<file path="src/rtl/prbs8_sat_cnt.sv">
// prbs8_sat_cnt: W-bit up counter that sticks at all-ones.
// A clear takes priority over a simultaneous increment.
module prbs8_sat_cnt #(
   parameter int W = 16
) (
   input  logic         clk,
   input  logic         rst,
   input  logic         inc,
   input  logic         clr,
   output logic [W-1:0] count
);

   logic [W-1:0] count_q;
   logic [W-1:0] count_d;

   // Next count: clear wins, otherwise increment unless already saturated.
   always_comb begin
      count_d = count_q;
      if (clr) begin
         count_d = '0;
      end else if (inc && (count_q != {W{1'b1}})) begin
         count_d = count_q + W'(1);
      end
   end

   // Count register with synchronous reset.
   always_ff @(posedge clk) begin
      if (rst) begin
         count_q <= '0;
      end else begin
         count_q <= count_d;
      end
   end

   assign count = count_q;

endmodule

</file>
<file path="config.mk">
export PLATFORM = sky130hd
export DESIGN_NAME = prbs8_sat_cnt
export DESIGN_NICKNAME = d
export VERILOG_FILES = /design/src/rtl/prbs8_sat_cnt.sv
export SDC_FILE = /design/constraint.sdc
export NUM_CORES = 1
export LEC_CHECK = 0
export ABC_CLOCK_PERIOD_IN_PS = 4480
export CORE_MARGIN = 5
export CORE_UTILIZATION = 45
export CTS_BUF_LIST = sky130_fd_sc_hd__clkbuf_16
export DETAILED_ROUTE_END_ITERATION = 16
export HOLD_SLACK_MARGIN = 0.1
export PLACE_DENSITY = 0.71
export SYNTH_ARGS = -nofsm -noshare
export SYNTH_HDL_FRONTEND = slang
export SYNTH_SLANG_ARGS = --single-unit
</file>
<file path="constraint.sdc">
create_clock -name clk -period 4.48 [get_ports clk]
set_input_delay 0.672 -clock clk [delete_from_list [all_inputs] [get_ports clk]]
set_output_delay 0.672 -clock clk [all_outputs]
set_load 0.05 [all_outputs]
</file>
# [Word level (Yosys, flattened, before mapping)]
# Cells that the tools add are included.
[op_classes] add_sub_neg=1 eq_ne=1 reduce_logical=2
[ops] operator="$add 16x1->16 const B" count=1
[ops] operator="$ne 16x16->1 const B" count=1
[ops] operator="$reduce_or 2->1" count=1
[ops] operator="$logic_and 1x1->1" count=1
[totals] register_bits=16 input_bits=4

# [Logic depth before layout (Yosys ltp)]
# Gate-level depths: netlist of the first run.
[depth] depth_word=2 mapped_depth=6 ltp_nobuf=5

# [Worst setup path after synthesis of the first run]
# Ideal clock, no wire load.
[synth_timing] path_kind="reg2reg" startpoint="register count_q[0], in the netlist count[0]" endpoint="register count_q[12], in the netlist count[12]" setup_ns=0.091 t_arrival_ns=1.750 required_time_ns=4.389 path_slack_ns=2.639 stages_incl_launch_ff=7 n_path_buf=1 synth_period_minus_slack_ns=1.841 cell_sequence="dfxtp_1 ha_1 and4_4 and3_1 buf_4 a31oi_1 a311oi_1"
[synth_between] elab_chain_len=2 elab_cells_between_ends=3 cone_classes="add/sub (1); eq/ne (1); reduce/logical (1)"
[synth_lines] item="start, declared" line="13" text="logic [W-1:0] count_q;"
[synth_lines] item="start signal, assigned" line="31" text="count_q <= count_d;"
[synth_lines] item="parallel branches: the longest is 2 deep, another holds $add 16x1->16"
# Several ways; the timed one is not identified.
# A chain may end at the register's enable or synchronous reset.

# [Final worst setup path of the first run]
[layout_timing] startpoint="register count_q[13], in the netlist count[13]" endpoint="output port count[13]"
[layout_lines] item="end, declared" line="10" text="output logic [W-1:0] count"
# No word-level cell between the ends.

==> results of run 1 <==
==> per-layer routing <==
metal,track usage,vias up
met5,0,-
met3,0.0322,4
met2,0.256,22
li1,-,428
met1,0.197,389
met4,0.0526,0
==> final cells by class <==
type | instances | area, sq um | share of cell area
clock buffers | 3 | 75.1 | 0.0638
clock inverters | 1 | 3.75 | 0.00319
inverters | 1 | 3.75 | 0.00319
multi-input cells | 80 | 551 | 0.468
flip-flops and latches | 16 | 320 | 0.272
well taps | 27 | 33.8 | 0.0287
repair buffers | 19 | 190 | 0.162
==> cell usage in the layout (no fill, tap or decap), types with 2 or more instances in the layout <==
cell             count
or3_1                4
clkdlybuf4s50_1     19
nand4_1              3
or3_2                3
a211oi_1             3
mux2i_1              6
dfxtp_1             16
a31oi_1              4
nor2_1               2
a21oi_1              6
a2111o_1             2
nand2_1             13
o21ai_0              4
and3_1               3
and2_1               2
o21ai_1              2
nor3_1               2
and2_2               2
and3_4               2
nand3_1              5
clkbuf_16            3
==> cell families after synthesis <==
family / Yosys count / share of synthesized area
multiplexers: 6 / 0.0655
buffers and inverters: 6 / 0.0505
AND/OR/NAND/NOR: 46 / 0.315
adder cells (fa/ha/maj): 1 / 0.0136
flip-flops: 16 / 0.349
AO/OA/AOI/OAI: 27 / 0.206
==> worst max path at each step <==
stage,endpoint,start,slack [ns],depth (start not counted)
final,count[13],count[13],2.24,1
after global routing,count[13],count[13],2.19,1
after CTS,count[13],count[13],2.24,1
after detailed placement,count[11],inc,2.25,5
after global placement,count[11],inc,2.28,5
after floorplan,count[12],count[0],2.64,6
==> through the flow <==
stage / area [sq um] / utilization / std cells
floorplan: 917 / - / 102
global placement: 1100 / 0.560 / 143
detailed placement: 1100 / 0.560 / 143
CTS: 1180 / 0.600 / 147
global route: 1180 / 0.600 / 147
finish: 1180 / 0.600 / 147
==> where the power goes <==
group	switching, W	internal, W	total, W	leakage [nW]
logic	0.00000841	0.00000610	0.0000145	0.240
registers	0.000000923	0.000143	0.000144	0.129
clock network	0.0000543	0.000118	0.000173	0.0385
total	0.0000636	0.000268	0.000331	0.407
==> flow_summary.yaml, run 1 <==
cells_and_area:
  layout-drive-gt1-share: 0.125
  fin_nets: 126
  n_fill_cell: 194
  largest_register_ffs: 16
  area_growth_pct: 28.4
  n_antenna_cell: 0
cts:
  clkLatencyLatePin_ns: 0.24
  cts_sinks: 16
  cts-root-buf: "clkbuf_16"
  clk_pin_slew_ns: 0.05
  holdBufCountCts: 0
  tritoncts: "yes"
  htree_levels: 1
  cts_buffers: 3
  cts_resized: 0
  cts_setup_buffers: 0
  clk_path_buf_depth: 2
global_route:
  grt_usage: 0.154
  grt_pass1_vias: 793
  grt_pass1_wl_um: 3410
  overflow: 0
  antenna_found_initial: 0
  grt_max_degree: 13
yosys:
  synth_common_cells: "dfxtp_1 (16), nand2_1 (13), a21oi_1 (6), mux2i_1 (6), nand3_1 (5)"
  synth_nets: 107
  synth.cell_area_sq_um: 917
  synth_enable_flop_cells: 0
  yosysSeqAreaShare: 0.349
  synth.largest_area_cell: "dfxtp_1"
  synth_most_common_cell: "dfxtp_1"
  synth_warnings: 0
  yosys.cell_types.count: 36
  synthCells: 102
  yosys_most_used_dff: "dfxtp_1"
  yosys_register_bits: 16
  ys_async_sr_fraction: 0
  synthTopCellsByArea: "dfxtp_1 (35%), mux2i_1 (6.5%), nand2_1 (5.3%)"
  synth_top_area_frac: 0.349
  syn_area_per_cell_sq_um: 8.99
critical_path:
  worstReg2RegStart: "count[13]"
  critical_path_peak_fanout: 7
  r2r_end: "count[0]"
  worst-path-buf-inv: 1
  reg2reg_slack_ns: 2.77
  reg2reg_depth: 4
  end_kind: "primary output"
  cp_top_family: "buffers and inverters"
  path_class: "reg2out"
  crit_chain: "clkdlybuf4s50_1"
  setup.worst_path.start_class: "register"
  critPathRequiredTime_ns: 3.81
  worst_path_largest_cell_delay_ns: 0.86
  cp_slowest_cell: "clkdlybuf4s50_1"
  crit_arrival_ns: 1.57
die:
  start_util: 0.467
  core_sq_um: 1960
  die-area_sq_um: 3040
  die_width_um: 55.1
  io_pins: 20
  die_y_um: 55.1
  rows: 16
timing:
  period_needed_ns: 2.24
  max_freq_mhz: 447
  fin_skew_ns: 0.00181
  rsz0062_at_grt: "false"
  hold_ws_ns: 0.492
  maxSlewViolCount: 0
  hold_viol: 0
  worst_pin_slew_ns: 0.748
  timing.setup.tns_ns: 0
  maxSlewHeadroom: 0.500
  layout_setup_ws_ns: 2.24
  min_period_over_period: 0.500
  setup_violations: 0
worst_hold_path:
  hp-start: "count[5]"
  hold_end: "count[5]"
  min_path_cells: 2
  hold_path.class: "reg2reg"
routing:
  drc: 0
  wl_met1_um: 977
  wl_met3_um: 83
  drtPass1Iterations: 4
  first_iter_violations: 13
  wl_met2_um: 883
  viasPerCell: 5.73
  vias: 843
  finalWirelength_um: 1970
  ant_nets: 0
  wl_per_cell_um: 13.4
  maxUsedRoutingLayer: "met4"
placement:
  gp_congestion: 0.723
  portBuffers: 19
  hpwl_um: 1430
  place_ws_ns: 2.25
power:
  p_total_w: 0.000331
  irDropWorstVdd_v: 0.000234
  p_leak_nw: 0.407
  pwr_density_cell_nw_per_um2: 281
run_status:
  status: "finished clean"
run:
  max-cap-violations: 0
(Power assumes the default switching activity.)
==> run 2: changes to the inputs <==
- ABC_CLOCK_PERIOD_IN_PS: 4480 -> 2000
- CORE_UTILIZATION: 45 -> 44
- PLACE_DENSITY: 0.71 -> 0.73
- clock period: 4.48 -> 2 ns (I/O delays scaled with it)
==> run 2 against run 1 <==
  * Utilization grew 0.34 points
  * Setup slack lost 2.1 ns
  * Hold slack better by 0.010 ns
  * Critical path type unchanged
  * Largest power group unchanged
==> flow_summary.yaml, run 2 (synthesis gave the netlist of run 1 again) <==
run_status:
  status: "finished clean"
run:
  max-cap-violations: 0
die:
  die_y_um: 55.7
  die-area_sq_um: 3100
  start_util: 0.463
  io_pins: 20
  die_width_um: 55.7
  core_sq_um: 1980
  rows: 16
timing:
  layout_setup_ws_ns: 0.105
  fin_skew_ns: 0.00188
  maxSlewViolCount: 0
  rsz0062_at_grt: "false"
  maxSlewHeadroom: 0.663
  period_needed_ns: 1.89
  timing.setup.tns_ns: 0
  worst_pin_slew_ns: 0.504
  hold_viol: 0
  setup_violations: 0
  hold_ws_ns: 0.502
  min_period_over_period: 0.947
  max_freq_mhz: 528
cts:
  htree_levels: 1
  cts-root-buf: "clkbuf_16"
  cts_buffers: 3
  clk_path_buf_depth: 2
  tritoncts: "yes"
  clkLatencyLatePin_ns: 0.24
  cts_sinks: 16
  cts_setup_buffers: 0
  holdBufCountCts: 0
  cts_resized: 0
  clk_pin_slew_ns: 0.05
routing:
  drc: 0
  first_iter_violations: 10
  vias: 851
  wl_per_cell_um: 14.5
  drtPass1Iterations: 4
  finalWirelength_um: 2160
  viasPerCell: 5.71
  ant_nets: 0
placement:
  gp_congestion: 0.804
  portBuffers: 19
  hpwl_um: 1590
  place_ws_ns: 0.153
worst_hold_path:
  hold_path.class: "reg2reg"
critical_path:
  critPathRequiredTime_ns: 1.70
  critical_path_peak_fanout: 7
  end_kind: "primary output"
  cp_slowest_cell: "clkdlybuf4s50_1"
  crit_arrival_ns: 1.59
  crit_chain: "clkdlybuf4s50_1"
  worst_path_largest_cell_delay_ns: 0.86
  cp_top_family: "buffers and inverters"
  worst-path-buf-inv: 1
  path_class: "reg2out"
  setup.worst_path.start_class: "register"
cells_and_area:
  area_growth_pct: 30.4
  n_fill_cell: 178
  utilization: 0.604
  n_antenna_cell: 0
  final_common_cell: "clkdlybuf4s50_1"
  layout-drive-gt1-share: 0.148
  fin_nets: 129
  most-common-layout-cells: "clkdlybuf4s50_1 (19), dfxtp_1 (16), nand2_1 (13)"
  largest_register_ffs: 16
power:
  switchingPower_w: 0.000137
  seqPwrFrac: 0.439
  irDropWorstVdd_v: 0.000449
  pwr-share-clk: 0.512
  p_total_w: 0.000736
  p_comb_frac: 0.049
  p_leak_nw: 0.421
  pwr_density_cell_nw_per_um2: 616
  switching_share: 0.187
  internal_power_w: 0.000599
global_route:
  grt_pass1_wl_um: 3860
  antenna_found_initial: 0
  grt_max_degree: 12
  grt_pass1_vias: 824
  grt_usage: 0.153
  overflow: 0
## run 2: changes by cell type in the layout (fill, tap and decap cells not counted)
cell      before  now
clkinv_1       1    0
buf_4          0    3
## run 2: power groups by stage
| stage | Sequential [W] | Combinational (W) | Clock, W |
|---|---|---|---|
| after global placement | 0.000329 | 0.0000347 | 0 |
| final | 0.000323 | 0.0000358 | 0.000377 |
| after CTS | 0.000323 | 0.0000361 | 0.000385 |
| after global routing | 0.000323 | 0.0000384 | 0.000405 |
| after floorplan | 0.000334 | 0.0000142 | 0 |
| after detailed placement | 0.000329 | 0.0000357 | 0 |
## run 2: cell type report
type / instances / area (sq um) / area share
Clock buffer: 3 / 75.1 / 0.0628
Tap cell: 27 / 33.8 / 0.0282
Timing Repair Buffer: 22 / 213 / 0.178
Sequential cell: 16 / 320 / 0.268
Multi-Input combinational cell: 80 / 551 / 0.460
Inverter: 1 / 3.75 / 0.00314
## run 2: worst paths after layout
path                                 from        end  slack, ns  depth (start not counted)
worst max-delay path            count[13]  count[13]       0.11                          1
worst min-delay path             count[5]   count[5]       0.50                          2
worst max register to register   count[0]  count[12]       0.37                          5
worst min register to register   count[5]   count[5]       0.50                          2
## run 2: per-layer routing
layer  share of wire  vias to the layer above  wire length (um)  track usage
met4           0.021                        0                46       0.0903
met2            0.46                       26               981        0.233
met5               0                        -                 0            0
met3           0.059                        5               128       0.0325
met1            0.46                      389              1000        0.198
li1                -                      431                 -            -
## run 2: tightest hold or removal path: stages (launching register included)
cell	delay (ns)
dfxtp_1	0.34
nand2_1	0.07
o21ai_1	0.05
## run 2: metrics by stage
step / std cells / area (sq um)
after floorplan: 102 / 917
after global placement: 146 / 1120
after detailed placement: 146 / 1120
after CTS: 149 / 1200
after global routing: 149 / 1200
final: 149 / 1200
==> run 3: changes to the inputs <==
- CAP_MARGIN: not set -> 20
==> results of run 3 <==
Final layout, timing and power as in run 2 (identical DEF).
==> edit 1, RTL diff (config.mk and constraints of run 3) <==
Register the inputs `inc` and `clr` before use, cleared by the reset. The logic sees them one clock later.
--- a/src/rtl/prbs8_sat_cnt.sv
+++ b/src/rtl/prbs8_sat_cnt.sv
@@ -10,15 +10,28 @@
    output logic [W-1:0] count
 );
 
+   logic inc_q;
+   logic clr_q;
+
+   always_ff @(posedge clk) begin
+      if (rst) begin
+         inc_q <= '0;
+         clr_q <= '0;
+      end else begin
+         inc_q <= inc;
+         clr_q <= clr;
+      end
+   end
+
    logic [W-1:0] count_q;
    logic [W-1:0] count_d;
 
    // Next count: clear wins, otherwise increment unless already saturated.
    always_comb begin
       count_d = count_q;
-      if (clr) begin
+      if (clr_q) begin
          count_d = '0;
-      end else if (inc && (count_q != {W{1'b1}})) begin
+      end else if (inc_q && (count_q != {W{1'b1}})) begin
          count_d = count_q + W'(1);
       end
    end
Function: changed (a bounded check fails within 4 cycles, from zero or initial values and one cycle with rst high).
==> edit 1 against run 3 <==
- routed wire length is 12% higher
- worst hold slack better by 0.0045 ns
- maximum frequency is 1.3% higher
- worst setup slack better by 0.024 ns
- sequential cell count is 2 higher
- clock skew hardly changed
- area after synthesis is 3.5% higher
- power is 8.7% higher
- design area is 5.5% higher
- via count is 17% higher
- non-clock buffer count is 1 higher
- synthesized cell count is 9.8% higher
- combinational power is 11% higher
==> edit 1: results (changes against run 3) <==
Status
  – Status: finished clean (unchanged)

Placement
  – DPL Wire Length: 1760 um (was 1590 um)
  – Count of input and output buffers: 19 (unchanged)
  – GPL Wtd Cong: 0.895 (was 0.804)

Cells and area
  – Layout cell share with drive strength beyond 1: 0.104 (was 0.148)
  – Max FFs per register: 16 (unchanged)
  – Final #Nets: 141 (was 129)

GRT
  – Global-route wire length before repair: 3820 um (was 3860 um)
  – Total GRT Usage: 0.153 (about the same)
  – Largest net degree at the start of global routing: 11 (was 12)
  – Number of global-route vias before repair: 862 (was 824)

Setup path
  – Setup slack, reg-to-reg: 0.18 ns (was 0.37 ns)
  – R2R Path End: count[14] (was count[12])
  – Arrival @ worst endpoint: 1.57 ns (was 1.59 ns)

Clock network
  – Clock Latency Late Sink: 0.25 ns
  – Longest Clk Path Bufs: 2 (unchanged)
  – Clock transition at path regs: 0.05 ns (about the same)
  – CTS H-Tree Depth: 1 (unchanged)

Hold path
  – Hold Path Sink: count[0] (was count[5])
  – Hold Crit Class: flip-flop to flip-flop (unchanged)
  – Hold_sp: count[0] (was count[5])

Power
  – Internal power: 643 uW (was 599 uW)
  – Peak VDD IR: 0.502 mV (was 0.449 mV)
  – Leak: 0.000425 uW (was 0.000421 uW)

Synthesis
  – Synth top cells by count: dfxtp_1, nand2_1, or3_1, nand3_1, nor2_1 (was dfxtp_1, nand2_1, a21oi_1, mux2i_1, nand3_1)
  – Post-synthesis sequential area ratio: 0.379 (was 0.349)
  – Syn_nets: 117 (was 107)
  – Syn. warnings: 0 (unchanged)
  – Area contributors post-synth: dfxtp_1, mux2i_1, or3_1 (was dfxtp_1, mux2i_1, nand2_1)
  – Synth unique cells: 32 (was 36)

Drt
  – Routed via count: 993 (was 851)
  – Pre-Repair DR Iteration Count: 5 (was 4)
  – Initial DRC Count: 41 (was 10)
  – Post-DRT Antenna Nets: 0 (unchanged)
  – DR WL/cell: 14.9 um (was 14.5 um)

STA
  – Worst slew pin tran: 0.502 ns (was 0.504 ns)
  – Worst Skew: 0.00193 ns (was 0.00188 ns)
[edit 1: layer usage]
layer / vias to the layer above / GRT usage / share of wire
li1: 482 / - / -
met1: 460 / 0.183 / 0.45
met2: 44 / 0.241 / 0.46
met3: 7 / 0.0390 / 0.061
met4: 0 / 0.0915 / 0.023
met5: - / 0 / 0
[edit 1: layout make-up]
class,instances,area (um2)
Timing Repair Buffer,23,220
Clock buffer,3,75.1
Inverter,2,7.51
Tap cell,27,33.8
Fill cell,190,739
Sequential cell,18,363
Multi-Input combinational cell,88,563
[edit 1: through the flow]
step | total power [uW] | cells | instance area, um2 | hold WS, ns | setup slack (ns)
after floorplan | 399 | 112 | 952 | 0.372 | 0.0209
after global placement | 415 | 158 | 1190 | 0.487 | 0.261
after detailed placement | 417 | 158 | 1190 | 0.509 | 0.207
after CTS | 811 | 161 | 1260 | 0.516 | 0.112
after global routing | 831 | 161 | 1260 | 0.536 | 0.0587
final | 800 | 161 | 1260 | 0.506 | 0.130
[edit 1: how the worst max path moves through the flow]
stage | cells past startpoint | slack, ns | endpoint | from
2_1_floorplan | 4 | 0.02 | count[2] | count[12]
3_3_place_gp | 5 | 0.26 | count[14] | count[1]
3_5_place_dp | 5 | 0.21 | count[14] | count[0]
4_1_cts | 1 | 0.11 | count[8] | count[8]
5_1_grt | 5 | 0.06 | count[14] | count[0]
6_report | 1 | 0.13 | count[8] | count[8]
[edit 1: cells by family after synthesis]
logic type / Yosys count / share of synthesized area
and+or+nand+nor: 60 / 0.361
AOI/OAI and AO/OA: 22 / 0.166
DFF: 18 / 0.379
buffers and inverters: 6 / 0.0277
muxes: 5 / 0.0527
adders and majority gates: 1 / 0.0132
[edit 1: power groups by stage]
stage	clock network, uW	logic [uW]	registers [uW]
global placement	0	38.7	377
detailed placement	0	39.9	377
finish	391	39.6	370
CTS	401	40.0	370
global route	417	43.6	370
floorplan	0	21.1	378
==> edit 2, RTL diff (config.mk and constraints of run 3) <==
Without the edit above. Set the parameter `W` to 12 (it was 16).
--- a/src/rtl/prbs8_sat_cnt.sv
+++ b/src/rtl/prbs8_sat_cnt.sv
@@ -1,7 +1,7 @@
 // prbs8_sat_cnt: W-bit up counter that sticks at all-ones.
 // A clear takes priority over a simultaneous increment.
 module prbs8_sat_cnt #(
-   parameter int W = 16
+   parameter int W = 12
 ) (
    input  logic         clk,
    input  logic         rst,
Ports: changed (resized count); port bits go from 20 to 16. No check against the original RTL was run, so the function may have changed too.
==> edit 2 against run 3 <==
- core utilization rose by 5.8 points
- worst setup slack gained 0.022 ns
- design area decreased by 26%
- power decreased by 15%
- routed wire length fell by 32%
- sequential cell count fell by 4
- sequential share of layout area is 0.46 points higher
- area after synthesis down 31%
- largest cell class unchanged
- largest power group unchanged
- highest routed layer unchanged
==> edit 2: results (changes against run 3) <==
Setup path
  – Arrival @ worst endpoint: 1.57 ns (was 1.59 ns)
  – CP Capture Point: count[3] (was count[13])
  – FF-to-FF Start: count[3] (was count[0])
  – Setup slack, reg-to-reg: 0.41 ns (was 0.37 ns)
  – R2R Path End: count[10] (was count[12])

GRT
  – Largest net degree at the start of global routing: 9 (was 12)
  – Number of global-route vias before repair: 591 (was 824)

Cells and area
  – Max FFs per register: 12 (was 16)
  – Filler cells: 115 (was 178)
  – Final #Nets: 97 (was 129)

Placement
  – Placed Area: 803 um2 (was 1120 um2)
  – DPL Wire Length: 1090 um (was 1590 um)
  – GPL Wtd Cong: 0.807 (was 0.804)
  – Count of input and output buffers: 15 (was 19)

STA
  – Worst Skew: 0.00671 ns (was 0.00188 ns)
  – Max_slew headroom: 0.666 (was 0.663)

Synthesis
  – Post-synthesis sequential area ratio: 0.381 (was 0.349)
  – Area contributors post-synth: dfxtp_1, nand3_1, o21ai_0 (was dfxtp_1, mux2i_1, nand2_1)
  – XOR/XNOR share of the synthesized area: 0.0278 (was 0)
  – Post-synthesis compound-gate area fraction: 0.242 (was 0.206)
  – Post-synthesis adder-cell area fraction: 0.0198 (was 0.0136)

Status
  – Status: finished clean (unchanged)

Power
  – Leak: 0.000304 uW (was 0.000421 uW)

Drt
  – Initial DRC Count: 25 (was 10)
  – Met2 Routed Length: 704 um (was 981 um)
==> edit 2: kinds of logic after synthesis <==
logic type	count (synthesis)
flops	12
compound gates	20
xor+xnor	2
fa+ha+maj	1
simple gates	34
buf+inv	3
==> edit 2: area by class of cell <==
type	instances	share of cell area
Clock buffer	3	0.0851
Clock inverter	1	0.00426
Tap cell	15	0.0213
Multi-Input combinational cell	57	0.430
Timing Repair Buffer	16	0.179
Inverter	2	0.00851
Sequential cell	12	0.272
==> edit 2: how the worst min path moves through the flow <==
stage | start | to | slack, ns
floorplan | inc | count[1] | 0.46
global placement | count[6] | count[6] | 0.51
detailed placement | count[6] | count[6] | 0.52
CTS | count[1] | count[1] | 0.53
global route | count[1] | count[1] | 0.55
finish | count[1] | count[1] | 0.52
==> edit 2: stage by stage <==
step            util  std cells
5_1_grt        0.661        106
6_report       0.661        106
3_5_place_dp   0.602        102
2_1_floorplan      -         72
4_1_cts        0.661        106
3_3_place_gp   0.602        102
==> edit 2: report_power, final <==
| group | switching [uW] | total (uW) | internal [uW] |
|---|---|---|---|
| sequential | 1.85 | 243 | 242 |
| combinational | 14.5 | 26.3 | 11.8 |
| clock | 94.2 | 357 | 262 |
| total | 111 | 626 | 516 |
==> edit 2: per-layer routing <==
| metal | track usage | vias up |
|---|---|---|
| met5 | 0 | - |
| met4 | 0.0538 | 0 |
| met3 | 0.0451 | 2 |
| met2 | 0.248 | 13 |
| met1 | 0.192 | 290 |
| li1 | - | 315 |
